File: src/rtl/alu_ctrl_decode.sv
`default_nettype none
// ============================================================================
// Module   : alu_ctrl_decode
// Purpose  : RV32I ID/EX stage: decodes ALUCode, B-operand select, immediate
//            and write-enable into one registered stage with stall/flush.
// Options  : ALU_DEC_ILLEGAL_EN adds the registered IllegalInstr output.
// Revision : 1.0  initial release
// ============================================================================
module alu_ctrl_decode (
   input  logic        clk,
   input  logic        reset,
   input  logic [31:0] Instr,
   input  logic        InstrValid,
   input  logic        Stall,
   input  logic        Flush,
   output logic [3:0]  ALUCode,
   output logic        ALUSrcB,
   output logic [31:0] Imm,
   output logic        RegWrite,
`ifdef ALU_DEC_ILLEGAL_EN
   output logic        IllegalInstr,
`endif
   output logic        OutValid
);

   localparam logic [6:0] C_OPC_OP     = 7'b0110011;
   localparam logic [6:0] C_OPC_OP_IMM = 7'b0010011;
   localparam logic [6:0] C_OPC_LUI    = 7'b0110111;
   localparam logic [6:0] C_OPC_LOAD   = 7'b0000011;
   localparam logic [6:0] C_OPC_STORE  = 7'b0100011;

   localparam logic [3:0] C_ALU_ADD  = 4'b0000;
   localparam logic [3:0] C_ALU_SUB  = 4'b0001;
   localparam logic [3:0] C_ALU_LUI  = 4'b0010;
   localparam logic [3:0] C_ALU_AND  = 4'b0011;
   localparam logic [3:0] C_ALU_XOR  = 4'b0100;
   localparam logic [3:0] C_ALU_OR   = 4'b0101;
   localparam logic [3:0] C_ALU_SLL  = 4'b0110;
   localparam logic [3:0] C_ALU_SRL  = 4'b0111;
   localparam logic [3:0] C_ALU_SRA  = 4'b1000;
   localparam logic [3:0] C_ALU_SLT  = 4'b1001;
   localparam logic [3:0] C_ALU_SLTU = 4'b1010;

   localparam logic [2:0] C_F3_ADD = 3'b000;
   localparam logic [2:0] C_F3_SLL = 3'b001;
   localparam logic [2:0] C_F3_SR  = 3'b101;

   localparam logic [6:0] C_F7_BASE = 7'b0000000;
   localparam logic [6:0] C_F7_ALT  = 7'b0100000;

   // Shared funct3 map; alt selects the sub/sra variants of 000/101.
   function automatic logic [3:0] f3_to_alu(input logic [2:0] f3, input logic alt);
      logic [3:0] code;
      case (f3)
         3'b000:  code = alt ? C_ALU_SUB : C_ALU_ADD;
         3'b001:  code = C_ALU_SLL;
         3'b010:  code = C_ALU_SLT;
         3'b011:  code = C_ALU_SLTU;
         3'b100:  code = C_ALU_XOR;
         3'b101:  code = alt ? C_ALU_SRA : C_ALU_SRL;
         3'b110:  code = C_ALU_OR;
         default: code = C_ALU_AND;
      endcase
      return code;
   endfunction

   logic [6:0]  opcode;
   logic [2:0]  funct3;
   logic        is_shift;
   logic [31:0] imm_i;
   logic [31:0] imm_s;
   logic [31:0] imm_u;
   logic [31:0] imm_sh;

   assign opcode   = Instr[6:0];
   assign funct3   = Instr[14:12];
   assign is_shift = (funct3 == C_F3_SLL) || (funct3 == C_F3_SR);
   assign imm_i    = {{20{Instr[31]}}, Instr[31:20]};
   assign imm_s    = {{20{Instr[31]}}, Instr[31:25], Instr[11:7]};
   assign imm_u    = {Instr[31:12], 12'b0};
   assign imm_sh   = {27'b0, Instr[24:20]};

   logic [3:0]  dec_code;
   logic        dec_srcb;
   logic [31:0] dec_imm;
   logic        dec_rw;

`ifdef ALU_DEC_ILLEGAL_EN
   logic [6:0]  funct7;
   logic        dec_ill;
   logic        op_f7_ok;
   logic        imm_f7_ok;

   assign funct7 = Instr[31:25];
   assign op_f7_ok = (funct7 == C_F7_BASE) ||
                     ((funct7 == C_F7_ALT) && ((funct3 == C_F3_ADD) || (funct3 == C_F3_SR)));
   assign imm_f7_ok = !is_shift || (funct7 == C_F7_BASE) ||
                      ((funct3 == C_F3_SR) && (funct7 == C_F7_ALT));
`endif

   always_comb begin
      dec_code = C_ALU_ADD;
      dec_srcb = 1'b0;
      dec_imm  = 32'b0;
      dec_rw   = 1'b0;
`ifdef ALU_DEC_ILLEGAL_EN
      dec_ill  = 1'b0;
`endif
      case (opcode)
         C_OPC_OP: begin
            dec_code = f3_to_alu(funct3, Instr[30]);
            dec_rw   = 1'b1;
`ifdef ALU_DEC_ILLEGAL_EN
            dec_ill  = !op_f7_ok;
`endif
         end
         C_OPC_OP_IMM: begin
            // No subi exists, so bit 30 only matters for the right shift.
            dec_code = f3_to_alu(funct3, Instr[30] && (funct3 == C_F3_SR));
            dec_srcb = 1'b1;
            dec_imm  = is_shift ? imm_sh : imm_i;
            dec_rw   = 1'b1;
`ifdef ALU_DEC_ILLEGAL_EN
            dec_ill  = !imm_f7_ok;
`endif
         end
         C_OPC_LUI: begin
            dec_code = C_ALU_LUI;
            dec_srcb = 1'b1;
            dec_imm  = imm_u;
            dec_rw   = 1'b1;
         end
         C_OPC_LOAD: begin
            dec_srcb = 1'b1;
            dec_imm  = imm_i;
            dec_rw   = 1'b1;
         end
         C_OPC_STORE: begin
            dec_srcb = 1'b1;
            dec_imm  = imm_s;
         end
         default: begin
`ifdef ALU_DEC_ILLEGAL_EN
            dec_ill  = 1'b1;
`endif
         end
      endcase
`ifdef ALU_DEC_ILLEGAL_EN
      if (dec_ill) begin
         dec_rw = 1'b0;
      end
`endif
   end

   logic [3:0]  code_q,  code_d;
   logic        srcb_q,  srcb_d;
   logic [31:0] imm_q,   imm_d;
   logic        rw_q,    rw_d;
   logic        valid_q, valid_d;
`ifdef ALU_DEC_ILLEGAL_EN
   logic        ill_q,   ill_d;
`endif

   // Flush beats Stall; an unstalled empty slot also becomes a bubble.
   always_comb begin
      code_d  = code_q;
      srcb_d  = srcb_q;
      imm_d   = imm_q;
      rw_d    = rw_q;
      valid_d = valid_q;
`ifdef ALU_DEC_ILLEGAL_EN
      ill_d   = ill_q;
`endif
      if (Flush || (!Stall && !InstrValid)) begin
         code_d  = C_ALU_ADD;
         srcb_d  = 1'b0;
         imm_d   = 32'b0;
         rw_d    = 1'b0;
         valid_d = 1'b0;
`ifdef ALU_DEC_ILLEGAL_EN
         ill_d   = 1'b0;
`endif
      end else if (!Stall) begin
         code_d  = dec_code;
         srcb_d  = dec_srcb;
         imm_d   = dec_imm;
         rw_d    = dec_rw;
         valid_d = 1'b1;
`ifdef ALU_DEC_ILLEGAL_EN
         ill_d   = dec_ill;
`endif
      end
   end

   always_ff @(posedge clk or posedge reset) begin
      if (reset) begin
         code_q  <= C_ALU_ADD;
         srcb_q  <= 1'b0;
         imm_q   <= 32'b0;
         rw_q    <= 1'b0;
         valid_q <= 1'b0;
`ifdef ALU_DEC_ILLEGAL_EN
         ill_q   <= 1'b0;
`endif
      end else begin
         code_q  <= code_d;
         srcb_q  <= srcb_d;
         imm_q   <= imm_d;
         rw_q    <= rw_d;
         valid_q <= valid_d;
`ifdef ALU_DEC_ILLEGAL_EN
         ill_q   <= ill_d;
`endif
      end
   end

   assign ALUCode  = code_q;
   assign ALUSrcB  = srcb_q;
   assign Imm      = imm_q;
   assign RegWrite = rw_q;
   assign OutValid = valid_q;
`ifdef ALU_DEC_ILLEGAL_EN
   assign IllegalInstr = ill_q;
`endif

endmodule
`default_nettype wire

File: config.mk
export PLATFORM = sky130hd
export DESIGN_NAME = alu_ctrl_decode
export DESIGN_NICKNAME = d
export VERILOG_FILES = /design/src/rtl/alu_ctrl_decode.sv
export SDC_FILE = /design/constraint.sdc
export NUM_CORES = 1
export LEC_CHECK = 0
export BUFFER_PORTS_ARGS = -buffer_cell sky130_fd_sc_hd__buf_2
export CELL_PAD_IN_SITES_DETAIL_PLACEMENT = 0
export CELL_PAD_IN_SITES_GLOBAL_PLACEMENT = 1
export CORE_MARGIN = 2
export CORE_UTILIZATION = 32
export DETAILED_ROUTE_END_ITERATION = 6
export GPL_ROUTABILITY_DRIVEN = 1
export PLACE_DENSITY_LB_ADDON = 0.12
export SETUP_SLACK_MARGIN = 0.5
export SLEW_MARGIN = 10
export SYNTH_ARGS = -nofsm -noshare
export SYNTH_HDL_FRONTEND = slang
export SYNTH_SLANG_ARGS = --single-unit
File: constraint.sdc
create_clock -name clk -period 1 [get_ports clk]
set_clock_uncertainty 0.05 [all_clocks]
set_input_delay 0.05 -clock clk [delete_from_list [all_inputs] [get_ports clk]]
set_output_delay 0.05 -clock clk [all_outputs]
set_load 0.03 [all_outputs]
==> flow_summary.toml <==
[finish]
sequential_cell_area_sq_um = 1000
final_cell_mix = "47 x buf_6, 34 x buf_2, 31 x buf_4, 20 x dfrtp_2"
multi_input_area_sq_um = 781
fin_cells = 322
antenna_cells = 0
layout-drive-gt1-share_pct = 67.5
stdcell_area_sq_um = 2960
area_delta_synth_final_pct = 75.7
fin_nets = 288
final_common_cell = "buf_6"
utilization_pct = 58.0
nFillCells = 467

[cts]
cts_root_buf = "clkbuf_8"
cts_made_buffers = 5
clkSinkCount = 39
h-tree-depth = 2
clock_latency_ns = 0.28
cts.clk_slew.worst_paths_ns = 0.08
cts_tree = "done"
clockBufferDepth = 2

[setup_path]
timing.rr.start = "Imm[26]"
rrSetupSlack_ns = 0.09
crit_type = "in -> reg"
start_kind = "primary input"
startpoint = "Instr[6]"
r2r-end = "Imm[26]"
r2r_cells = 1
cp-end-kind = "flip-flop"
required_ns = 1.17
critPathMaxFanout = 5
crit_arrival_ns = 1.15

[sta]
hold_viol_final = 59
period_minus_slack_ns = 0.987
slew_headroom_pct = 75.7
rsz0062_at_grt = "true"
hold_ws_ns = -0.309
min_period_over_period_pct = 98.7
worstMarginPinSlew_ns = 0.364
fmax_mhz = 1010
drv_slew = 0
setup_violations = 0

[placement]
dpl_cell_area_sq_um = 2330
dp_hpwl_mm = 3.54
gp_congestion = 0.841
dp.cells = 296
io_buffers = 75

[yosys]
synthesis.area_sq_um = 1690
synth_mux_area_share_pct = 0
yosysWarnings = 0
synth-seq-cells = 39
syn_avg_cell_area_sq_um = 12.3
synthCells = 137
synth-compound-area-share_pct = 24.6
synth_cell_types = 31
synth_top_family_by_area = "compound AO/OA/AOI/OAI gates"
syn_nets = 174
synth-simple-area-share_pct = 13.0
synthArstFlopShare_pct = 100
yosys_most_used_dff = "dfrtp_1"
synth_xor_area_share_pct = 0.519
synth_edf_count = 0
synth-adder-area-share_pct = 0
ys_seq_area_share_pct = 57.9

[power_and_ir_drop]
irDropWorstVdd_mv = 0.865
p_per_area_nw_per_um2 = 1100
total_power_uw = 3250
p_leak_uw = 0.00143

[detailed_routing]
vias = 1605
route.detailed.wl_per_inst_microns = 16.3
postRouteAntennaNets = 0
vias_per_cell = 4.98
drc = 0
first_iter_violations = 63
totalWireLength_mm = 5.25
drt_pass1_iterations = 4

[floorplan]
ios = 76
num_rows = 26
dieWidth_microns = 76.6
initial_core_util_pct = 33.0
die_h_microns = 76.6
core_area_sq_um = 5110
die-area_sq_um = 5870

[run_status]
status = "finished, violations left"
violations = "hold timing"

[grt]
grt_max_degree = 26
grt_pass1_wl_mm = 8.34
grt_pass1_vias = 1663
grt-ovfl-total = 0
antenna_found_initial = 0
grt_use_total_pct = 17.8

[flow_run]
max_cap_viol_count = 0

[min_path]
hold_class = "in -> async"
==> worst max-delay path, cell delays in order <==
cell and delay, ns:
buf_6 0.09, nand4bb_4 0.26, nor4_4 0.20, buf_4 0.19
and3_4 0.23, a221o_1 0.13
==> where the power goes <==
group,internal (uW),total [uW],switching [uW]
Clock,744,1280,535
Combinational,173,380,208
Sequential,1580,1590,4.74
==> sequential cells by signal (all words and copies together), names as in the netlist <==
| register | flops |
|---|---|
| Imm | 32 |
| OutValid | 1 |
| ALUCode | 4 |
| ALUSrcB | 1 |
| RegWrite | 1 |
==> per-stage QoR <==
stage | setup TNS (ns) | setup slack (ns)
6_report | 0 | 0.0133
2_1_floorplan | -1.72 | -0.0737
3_5_place_dp | -10.10 | -0.353
3_3_place_gp | -8.75 | -0.273
4_1_cts | -0.0306 | -0.0109
5_1_grt | -0.232 | -0.0266
==> area by class of cell <==
class	count	share of cell area (%)
Timing Repair Buffer	114	32.8
Clock inverter	2	1.27
Inverter	2	0.380
Clock buffer	6	2.45
Sequential cell	39	33.8
Multi-Input combinational cell	89	26.4
Tap cell	70	2.96
==> cell usage after synthesis, types with 2 or more instances <==
library cell	count	area share, %
a21oi_1	7	2.1
a221o_1	19	11
nor2b_1	8	3.0
a22o_1	9	4.7
o21ai_1	8	2.4
dfrtp_1	39	58
inv_1	2	0.45
nand2_1	14	3.1
buf_6	2	1.3
buf_2	7	2.1
o21ai_0	2	0.59
==> routing by layer <==
| metal | track usage [%] | wire length, microns | part of all wire [%] |
|---|---|---|---|
| met2 | 31.2 | 2770 | 53 |
| met5 | 0 | 0 | 0 |
| met4 | 4.55 | 24 | 0.46 |
| met1 | 22.2 | 2230 | 42 |
| met3 | 4.15 | 229 | 4.4 |
==> worst max-delay path by stage <==
stage                            end  cells past startpoint
after global routing         Imm[14]                      6
after detailed placement  ALUCode[0]                      6
after global placement    ALUCode[0]                      6
after floorplan              Imm[18]                      5
final                        Imm[13]                      6
after CTS                    Imm[12]                      6
==> logic make-up (layout without fill, tap and decap cells) <==
group / after synthesis / in the layout
AOI/OAI and AO/OA: 53 / 53
and+or+nand+nor: 32 / 35
buffers and inverters: 12 / 124
xor gates and xnor gates: 1 / 1
DFF: 39 / 39
==> repair_timing <==
item / CTS / global route
setup buffers: 8 / 7
cloned: 2 / 1
endpoints found under the setup margin: 78 / 78
hold endpoints to repair: 66 / 35
resized for setup: 95 / 17
pin swaps: 7 / 12
Power figures use the tool's default switching activity.
